<file path="src/rtl/axi2mem_pkg.sv">
// Shared types for the axi2mem bridge: AXI burst encodings, beat geometry,
// read-splitter state and the captured AR command.
package axi2mem_pkg;

  localparam int unsigned AXI_ADDR_W = 32;
  localparam int unsigned AXI_ID_W   = 6;
  localparam int unsigned BEAT_BYTES = 8;

  typedef enum logic [1:0] {
    BURST_FIXED = 2'b00,
    BURST_INCR  = 2'b01,
    BURST_WRAP  = 2'b10,
    BURST_RSVD  = 2'b11
  } burst_e;

  typedef enum logic {
    RD_IDLE,
    RD_BURST
  } rd_state_e;

  typedef struct packed {
    logic [AXI_ADDR_W-1:0] addr;
    logic [7:0]            len;
    logic [1:0]            size;
    burst_e                burst;
    logic [AXI_ID_W-1:0]   id;
  } ar_cmd_t;

  // The beat is 64 bits wide, so anything wider than 8 bytes is treated as 8.
  function automatic logic [1:0] clamp_size(input logic [2:0] size);
    return (size > 3'd3) ? 2'd3 : size[1:0];
  endfunction

endpackage

</file>
<file path="src/rtl/axi2mem_rd_addr_gen.sv">
// Combinational beat calculator: per-lane word addresses, 8-byte lane mask and
// the address of the following beat for FIXED / INCR / WRAP bursts.
module axi2mem_rd_addr_gen
  import axi2mem_pkg::*;
#(
  parameter int unsigned ADDR_WIDTH = AXI_ADDR_W
) (
  input  logic [ADDR_WIDTH-1:0]      addr,
  input  logic [7:0]                 len,
  input  logic [1:0]                 size,
  input  burst_e                     burst,
  output logic [ADDR_WIDTH-1:0]      next_addr,
  output logic [1:0][ADDR_WIDTH-1:0] lane_addr,
  output logic [BEAT_BYTES-1:0]      be
);

  logic [ADDR_WIDTH-1:0] step;
  logic [ADDR_WIDTH-1:0] align_mask;
  logic [ADDR_WIDTH-1:0] aligned;
  logic [ADDR_WIDTH-1:0] wrap_mask;
  logic [ADDR_WIDTH-1:0] beat_base;
  logic                  wrap_ok;
  logic [BEAT_BYTES-1:0] size_bytes;
  logic [2:0]            lane_off_mask;

  assign step       = ADDR_WIDTH'(1) << size;
  assign align_mask = step - ADDR_WIDTH'(1);
  assign aligned    = addr & ~align_mask;
  assign wrap_mask  = ((ADDR_WIDTH'(len) + ADDR_WIDTH'(1)) << size) - ADDR_WIDTH'(1);
  assign wrap_ok    = len inside {8'd1, 8'd3, 8'd7, 8'd15};

  always_comb begin
    // NOTE: default assignment first so no branch can leave next_addr unassigned and infer a latch.
    next_addr = aligned + step;
    case (burst)
      BURST_FIXED: next_addr = addr;
      BURST_WRAP: begin
        // Illegal wrap lengths fall through to the INCR default above.
        if (wrap_ok) next_addr = (addr & ~wrap_mask) | ((addr + step) & wrap_mask);
      end
      default: ;
    endcase
  end

  assign beat_base    = addr & ~ADDR_WIDTH'(BEAT_BYTES - 1);
  assign lane_addr[0] = beat_base;
  assign lane_addr[1] = beat_base + ADDR_WIDTH'(BEAT_BYTES / 2);

  always_comb begin
    size_bytes    = 8'hFF;
    lane_off_mask = 3'b000;
    case (size)
      2'd0: begin size_bytes = 8'h01; lane_off_mask = 3'b111; end
      2'd1: begin size_bytes = 8'h03; lane_off_mask = 3'b110; end
      2'd2: begin size_bytes = 8'h0F; lane_off_mask = 3'b100; end
      default: ;
    endcase
  end

  // Unaligned start addresses are aligned down to the transfer size here.
  assign be = size_bytes << (addr[2:0] & lane_off_mask);

endmodule

</file>
<file path="src/rtl/axi2mem_rd_burst_split.sv">
// AXI AR burst splitter: turns one 64-bit read burst into lock-stepped pairs of
// 32-bit lane commands, one pair per beat, for the TCDM read command queues.
module axi2mem_rd_burst_split
  import axi2mem_pkg::*;
#(
  parameter int unsigned AXI_ADDR_WIDTH = 32,
  parameter int unsigned AXI_ID_WIDTH   = 6
) (
  input  logic                           clk_i,
  input  logic                           rst_ni,
  input  logic                           ar_valid_i,
  output logic                           ar_ready_o,
  input  logic [AXI_ADDR_WIDTH-1:0]      ar_addr_i,
  input  logic [7:0]                     ar_len_i,
  input  logic [2:0]                     ar_size_i,
  input  logic [1:0]                     ar_burst_i,
  input  logic [AXI_ID_WIDTH-1:0]        ar_id_i,
  output logic [1:0]                     trans_rd_req_o,
  input  logic [1:0]                     trans_rd_gnt_i,
  output logic [1:0][AXI_ADDR_WIDTH-1:0] trans_rd_add_o,
  output logic [1:0][3:0]                trans_rd_be_o,
  output logic [1:0][AXI_ID_WIDTH-1:0]   trans_rd_id_o,
  output logic [1:0]                     trans_rd_last_o
);

  rd_state_e                  state_q;
  ar_cmd_t                    cmd_q;
  logic [7:0]                 cnt_q;
  logic                       fire;
  logic                       last;
  logic                       ar_hs;
  logic [AXI_ADDR_W-1:0]      next_addr;
  logic [1:0][AXI_ADDR_W-1:0] lane_addr;
  logic [BEAT_BYTES-1:0]      be;

  axi2mem_rd_addr_gen #(
    .ADDR_WIDTH (AXI_ADDR_W)
  ) u_addr_gen (
    .addr      (cmd_q.addr),
    .len       (cmd_q.len),
    .size      (cmd_q.size),
    .burst     (cmd_q.burst),
    .next_addr (next_addr),
    .lane_addr (lane_addr),
    .be        (be)
  );

  // Both lanes must be granted together; downstream reads ID/last from lane 0 only.
  assign last       = (cnt_q == 8'd0);
  assign fire       = (state_q == RD_BURST) & (&trans_rd_gnt_i);
  assign ar_ready_o = (state_q == RD_IDLE) | (fire & last);
  assign ar_hs      = ar_valid_i & ar_ready_o;

  always_ff @(posedge clk_i or negedge rst_ni) begin
    if (!rst_ni) begin
      state_q <= RD_IDLE;
      cmd_q   <= '0;
      cnt_q   <= '0;
    end else if (ar_hs) begin
      // NOTE: non-blocking assignments so every register here samples pre-edge values.
      state_q     <= RD_BURST;
      cmd_q.addr  <= AXI_ADDR_W'(ar_addr_i);
      cmd_q.len   <= ar_len_i;
      cmd_q.size  <= clamp_size(ar_size_i);
      cmd_q.burst <= burst_e'(ar_burst_i);
      cmd_q.id    <= AXI_ID_W'(ar_id_i);
      cnt_q       <= ar_len_i;
    end else if (fire) begin
      if (last) begin
        state_q <= RD_IDLE;
      end else begin
        cmd_q.addr <= next_addr;
        cnt_q      <= cnt_q - 8'd1;
      end
    end
  end

  assign trans_rd_req_o    = {2{fire}};
  assign trans_rd_add_o[0] = AXI_ADDR_WIDTH'(lane_addr[0]);
  assign trans_rd_add_o[1] = AXI_ADDR_WIDTH'(lane_addr[1]);
  assign trans_rd_be_o[0]  = be[3:0];
  assign trans_rd_be_o[1]  = be[7:4];
  assign trans_rd_id_o[0]  = AXI_ID_WIDTH'(cmd_q.id);
  assign trans_rd_id_o[1]  = AXI_ID_WIDTH'(cmd_q.id);
  assign trans_rd_last_o   = {2{last}};

endmodule
</file>
<file path="config.mk">
export PLATFORM = sky130hd
export DESIGN_NAME = axi2mem_rd_burst_split
export DESIGN_NICKNAME = d
export VERILOG_FILES = /design/src/rtl/axi2mem_pkg.sv /design/src/rtl/axi2mem_rd_addr_gen.sv /design/src/rtl/axi2mem_rd_burst_split.sv
export SDC_FILE = /design/constraint.sdc
export NUM_CORES = 1
export LEC_CHECK = 0
export BUFFER_PORTS_ARGS = -buffer_cell sky130_fd_sc_hd__buf_2
export CORE_MARGIN = 3
export CORE_UTILIZATION = 51
export DETAILED_ROUTE_END_ITERATION = 7
export HOLD_SLACK_MARGIN = 0.03
export PLACE_DENSITY = 0.77
export SYNTH_ARGS = -nofsm -noshare
export SYNTH_HDL_FRONTEND = slang
export SYNTH_SLANG_ARGS = --single-unit
</file>
<file path="constraint.sdc">
create_clock -name clk_i -period 6.3 [get_ports clk_i]
set_clock_uncertainty 0.15 [all_clocks]
set_input_delay 0.63 -clock clk_i [delete_from_list [all_inputs] [get_ports clk_i]]
set_output_delay 0.63 -clock clk_i [all_outputs]
set_load 0.05 [all_outputs]
</file>
==> run_results.csv, run 1 <==
group,metric,value,unit
worst_setup_path,path_buf_inv,1,
power,p_sw_share,57.9,%
drt,drt_first_iter_violations,728,
finish,stdcell_area,0.00635,sq mm
cts,cts_resized,0,
global_route,overflow,0,
worst_setup_path,cp.required,6380,ps
synthesis,synth_top_area_share,24.6,%
synthesis,syn_inst,783,
placed_design,place.gp.congestion,0.934,
drt,via_count,6006,
sta,max_freq,223,MHz
worst_setup_path,r2r_slack,1820,ps
finish,regArea,0.00148,sq mm
outcome,status,"completed",
cts,h-tree-depth,3,
synthesis,synth.avg_cell_area,7.66,sq um
worst_setup_path,path_class,"register to register",
cts,clock_sinks,59,
cts,clk_pin_slew,60,ps
run,maxCapViolCount,0,
drt,wl_per_cell,18.5,um
floorplan,chipHeight,114,um
drt,viasPerCell,6.25,
worst_setup_path,crit_path_frequent_cell,"a21oi_1",
drt,drt_first_pass_iters,5,
global_route,use_met3,5.55,%
floorplan,initial_core_util,53.7,%
power,power_density,516,mW/mm^2
worst_setup_path,critPathArrivalTime,4550,ps
worst_setup_path,crit_fanout,25,
worst_setup_path,worst_setup_path_end_kind,"register",
power,vdd_drop_max,485,uV
global_route,grt_max_degree,60,
synthesis,ys.flop_type,"dfrtp_1",
sta,rsz0062_at_grt,"false",
power,pwr-share-clk,14.4,%
floorplan,die_x,114,um
placed_design,dpl_cell_area,0.00607,sq mm
cts,postCtsHoldBufs,0,
drt,drc,0,
power,power.switching,1900,uW
synthesis,yosys.cell_types.count,86,
synthesis,synth.top_cells.by_area,"dfrtp_1 25%, buf_4 10%, nand2_1 6.6%",
worst_hold_path,hold_path.class,"input port to async pin",
sta,finalCritPeriodShare,71.1,%
global_route,top_usage_layer,"met2",
global_route,grt_pass1_vias,5520,
cts,cts_setup_buffers,0,
global_route,antenna_found_initial,0,
worst_setup_path,critPathLaunchType,"register",
sta,period_minus_slack,4480,ps
worst_setup_path,cpMaxStageDelayCell,"a21oi_1",
global_route,grt_usage,27.1,%
finish,multi_input_area,0.00358,sq mm
power,intPower,1380,uW
sta,relSlewSlack,14.7,%
synthesis,synth_edf_count,0,
floorplan,core,0.0112,sq mm
floorplan,die-area,0.0131,sq mm
cts,cts_buffers,9,
sta,setup_tns,0,ps
cts,cts_tree,"yes",
worst_setup_path,max_stage_delay,880,ps
cts,clock_path_buffers,2,
power,pwr-share-seq,24.0,%
finish,num_antenna_cells,0,
finish,nets,886,
floorplan,io_pins,145,
floorplan,core.rowCount,38,
worst_setup_path,crit_family,"compound AO/OA/AOI/OAI gates",
drt,drt_wl_total,17800,um
sta,setup_viol,0,
sta,hold_ws,321,ps
finish,drive_gt1_share,22.4,%
sta,slew_viol_final,0,
power,combinationalPowerShare,61.7,%
global_route,grt_pass1_wl,28400,um
cts,cts_root_buf,"clkbuf_16",
synthesis,async_flop_share,100,%
power,leakage,0.00284,uW
global_route,gr-usage-met1,39.2,%
power,power.total,3280,uW
finish,syn2layout_area_growth,5.97,%
placed_design,port_buffers,138,
synthesis,synth_seq_area_share,24.6,%
worst_setup_path,cp_cell_sequence,"nor2b_1, inv_1, ha_1, nand2b_1, or3b_2, a21oi_1, o21ai_0, xor2_1, a21oi_1, o22ai_1, mux2_2",
cts,insertion_delay,340,ps
sta,worst_pin_slew,1270,ps
synthesis,yosys_warnings,0,
drt,drtAntennaViolNets,0,
synthesis,syn_area,0.00599,sq mm
synthesis,netlist.top_cell.by_area,"dfrtp_1",
sta,hold_viol,0,
global_route,grt_use_met2,40.2,%
placed_design,hpwl,12500,um
finish,fillers,1056,
synthesis,ys_seq_elements,59,
==> final cells by class <==
| cell class | count | area share, % |
|---|---|---|
| well taps | 140 | 2.76 |
| flip-flops and latches | 59 | 23.2 |
| multi-input cells | 574 | 56.4 |
| clock buffers | 9 | 3.55 |
| repair buffers | 144 | 11.6 |
| inverters | 28 | 1.65 |
| clock inverters | 7 | 0.827 |
==> power by group through the flow <==
stage | clock [uW] | combinational [uW] | sequential [uW]
2_1_floorplan | 0 | 1880 | 653
3_3_place_gp | 0 | 1980 | 779
3_5_place_dp | 0 | 1990 | 786
4_1_cts | 478 | 2010 | 779
5_1_grt | 490 | 2170 | 820
6_report | 471 | 2020 | 786
==> final timing paths <==
path,startpoint,to,cells past startpoint
min reg2reg,trans_rd_id_o[2]$_DFFE_PN0P_,trans_rd_id_o[2]$_DFFE_PN0P_,2
max reg2reg,cmd_q[8]$_DFFE_PN0P_,register,11
min,rst_ni,cmd_q[8]$_DFFE_PN0P_,2
min in group clk_i,ar_id_i[2],trans_rd_id_o[2]$_DFFE_PN0P_,3
max,cmd_q[8]$_DFFE_PN0P_,register,11
max in group asynchronous,rst_ni,async pin,2
==> metal layers <==
metal | vias up | wire, um
li1 | 2809 | -
met1 | 2799 | 7700
met2 | 357 | 7790
met3 | 41 | 1870
met4 | 0 | 441
met5 | - | 0
==> logic make-up (layout without fill, tap and decap cells) <==
family	count (synthesis)	after routing	share of synthesized area (%)
adder cells (fa/ha/maj)	14	14	3.05
AND/OR/NAND/NOR	268	268	21.9
flip-flops	59	59	24.6
XOR/XNOR	47	47	6.87
multiplexers	4	4	0.897
AO/OA/AOI/OAI	235	235	26.6
other	2	6	0.125
buffers and inverters	154	188	15.9
==> synth_stat cells, types with 4 or more instances <==
cell type	instances
nand2_1	106
buf_4	81
dfrtp_1	59
o21ai_0	52
nor2_1	49
a21oi_1	40
clkbuf_1	33
xnor2_1	30
inv_1	28
nand3_1	26
o211ai_1	19
xor2_1	17
ha_1	13
o22ai_1	12
a31oi_1	10
and3_1	10
or3_1	10
a22oi_1	9
nand4_1	8
a211oi_1	7
and2_1	7
nand2b_1	7
nor3_1	7
o2111ai_1	7
o21ai_1	7
o31ai_1	7
and4_1	6
o2bb2ai_1	6
a22o_1	5
clkbuf_8	5
o221ai_1	5
or4_1	5
a21boi_0	4
buf_2	4
nor2b_1	4
nor4_1	4
o211a_1	4
==> layout by cell type, fill, tap and decap left out, drive strengths merged, types with 7 or more instances in the layout <==
cell	Yosys	routed
buf	88	144
nand2	106	106
o21ai	61	61
dfrtp	59	59
nor2	49	49
a21oi	40	40
xnor2	30	30
inv	28	30
nand3	26	26
o211ai	19	19
xor2	17	17
ha	13	13
o22ai	12	12
and3	12	12
or3	12	12
a31oi	10	10
a22oi	9	9
clkbuf	38	9
nand4	9	9
a211oi	8	8
o31ai	8	8
and2	8	8
nand2b	7	7
nor3	7	7
o2111ai	7	7
==> through the flow <==
stage,utilization (%),setup WS (ps),std cells
after floorplan,-,3070,787
after global placement,54.4,2100,945
after detailed placement,54.4,2020,945
after CTS,56.9,1900,961
after global routing,56.9,1550,961
final,56.9,1820,961
Power figures use the tool's default switching activity.
==> run 2, diff against run 1 <==
--- a/config.mk
+++ b/config.mk
@@ -7,10 +7,10 @@
 export LEC_CHECK = 0
 export BUFFER_PORTS_ARGS = -buffer_cell sky130_fd_sc_hd__buf_2
 export CORE_MARGIN = 3
-export CORE_UTILIZATION = 51
+export CORE_UTILIZATION = 50
 export DETAILED_ROUTE_END_ITERATION = 7
 export HOLD_SLACK_MARGIN = 0.03
-export PLACE_DENSITY = 0.77
+export PLACE_DENSITY = 0.78
 export SYNTH_ARGS = -nofsm -noshare
 export SYNTH_HDL_FRONTEND = slang
 export SYNTH_SLANG_ARGS = --single-unit
==> constraint.sdc (replaced) <==
create_clock -name clk_i -period 4 [get_ports clk_i]
set_clock_uncertainty 0.15 [all_clocks]
set_input_delay 0.4 -clock clk_i [delete_from_list [all_inputs] [get_ports clk_i]]
set_output_delay 0.4 -clock clk_i [all_outputs]
set_load 0.05 [all_outputs]
==> run_results.csv, run 2 (synthesis gave the netlist of run 1 again) <==
group,metric,value,unit
outcome,status,"completed",
finish,num_antenna_cells,0,
cts,cts_resized,0,
finish,final_common_cell,"buf_2",
drt,drc,0,
run,maxCapViolCount,0,
finish,fin_util,56.5,%
power,intPower,2300,uW
drt,drt_first_iter_violations,809,
sta,slew_viol_final,0,
worst_setup_path,critPathLaunchType,"register",
power,vdd_drop_max,501,uV
cts,clock_sinks,59,
finish,syn2layout_area_growth,9.04,%
cts,postCtsHoldBufs,0,
global_route,grt_pass1_wl,29000,um
drt,drtAntennaViolNets,0,
cts,cts_tree,"yes",
sta,setup_viol,0,
placed_design,dp.cells,969,
placed_design,place.gp.congestion,0.932,
finish,layoutNonFillerInstCount,985,
cts,h-tree-depth,3,
global_route,grt_usage,27.5,%
finish,nets,907,
drt,wl_per_cell,18.8,um
floorplan,die_x,115,um
sta,layout_setup_ws,413,ps
sta,max_freq,279,MHz
drt,top_layer_used,"met4",
drt,met2_wirelength,8130,um
placed_design,dp_slack,449,ps
drt,drt_wl_total,18500,um
finish,fillers,1072,
worst_hold_path,hold_path.class,"input port to async pin",
cts,cts_setup_buffers,0,
worst_setup_path,crit_fanout,10,
cts,cts_buffers,9,
global_route,grt_pass1_vias,5596,
sta,finalCritPeriodShare,89.7,%
floorplan,io_pins,145,
floorplan,initial_core_util,51.8,%
global_route,grt_max_degree,44,
global_route,overflow,0,
worst_setup_path,path_class,"register to register",
power,pwr-share-clk,15.1,%
sta,rsz0062_at_grt,"false",
sta,hold_ws,62.4,ps
worst_setup_path,cp.required,4110,ps
floorplan,chipHeight,115,um
drt,dr_wl_met3,2010,um
floorplan,core,0.0116,sq mm
placed_design,hpwl,13300,um
power,power_density,814,mW/mm^2
sta,period_minus_slack,3590,ps
sta,worst_pin_slew,992,ps
power,power.switching,3020,uW
power,combinationalPowerShare,63.0,%
finish,final_cell_mix,"138 x buf_2, 106 x nand2_1, 59 x dfrtp_1",
floorplan,core.rowCount,39,
drt,viasPerCell,6.24,
drt,via_count,6144,
sta,relSlewSlack,33.8,%
drt,drt_first_pass_iters,6,
finish,drive_gt1_share,24.3,%
placed_design,port_buffers,138,
power,leakage,0.00296,uW
worst_setup_path,worst_setup_path_end_kind,"register",
sta,hold_viol,0,
cts,insertion_delay,350,ps
global_route,antenna_found_initial,0,
worst_setup_path,critPathArrivalTime,3690,ps
drt,wl_met1,7900,um
floorplan,die-area,0.0133,sq mm
power,p_sw_share,56.8,%
cts,cts_root_buf,"clkbuf_16",
sta,setup_tns,0,ps
cts,clk_pin_slew,60,ps
power,pwr-share-seq,21.9,%
cts,clock_path_buffers,2,
-- run 2: worst paths after layout --
kind | from | to | slack (ps) | cells after the start
max | cmd_q[11]$_DFFE_PN0P_ | register | 410 | 9
min | rst_ni | async pin | 60 | 1
max reg2reg | cmd_q[11]$_DFFE_PN0P_ | register | 410 | 9
min reg2reg | trans_rd_id_o[0]$_DFFE_PN0P_ | trans_rd_id_o[0]$_DFFE_PN0P_ | 340 | 2
max in group asynchronous | rst_ni | async pin | 2770 | 2
min in group clk_i | ar_id_i[3] | trans_rd_id_o[3]$_DFFE_PN0P_ | 90 | 3
-- run 2: stage by stage --
| stage | total power (uW) | area (sq um) |
|---|---|---|
| 2_1_floorplan | 3990 | 6010 |
| 5_1_grt | 5650 | 6540 |
| 6_report | 5320 | 6540 |
| 3_3_place_gp | 4440 | 6240 |
| 3_5_place_dp | 4480 | 6240 |
| 4_1_cts | 5300 | 6540 |
-- run 2: layer usage --
metal	vias up	track usage (%)
met3	59	5.90
met4	0	8.92
met1	2848	38.8
li1	2849	-
met5	-	0
met2	388	42.2
-- run 2: worst max-delay path, cell delays in order (launching register included) --
cell and delay (ps):
dfrtp_1 470, ha_1 340, nand3_1 120, xor2_1 260
nand2_1 90, a311o_1 440, or4_1 780, o21ai_2 330
nand2_1 280, o2bb2ai_1 240
-- run 2: power groups by stage --
stage	combinational, uW	sequential (uW)	clock [uW]
2_1_floorplan	2960	1030	0
3_3_place_gp	3290	1150	0
3_5_place_dp	3320	1160	0
4_1_cts	3330	1160	809
5_1_grt	3600	1210	836
6_report	3350	1160	804
-- run 2: cell type report --
cell class	instances	area [sq um]	share of cell area (%)
timing repair buffer	165	893	13.7
inverter	28	105	1.61
multi-input combinational	574	3580	54.8
tap	143	179	2.74
clock inverter	7	75.1	1.15
clock buffer	9	225	3.45
sequential	59	1480	22.6
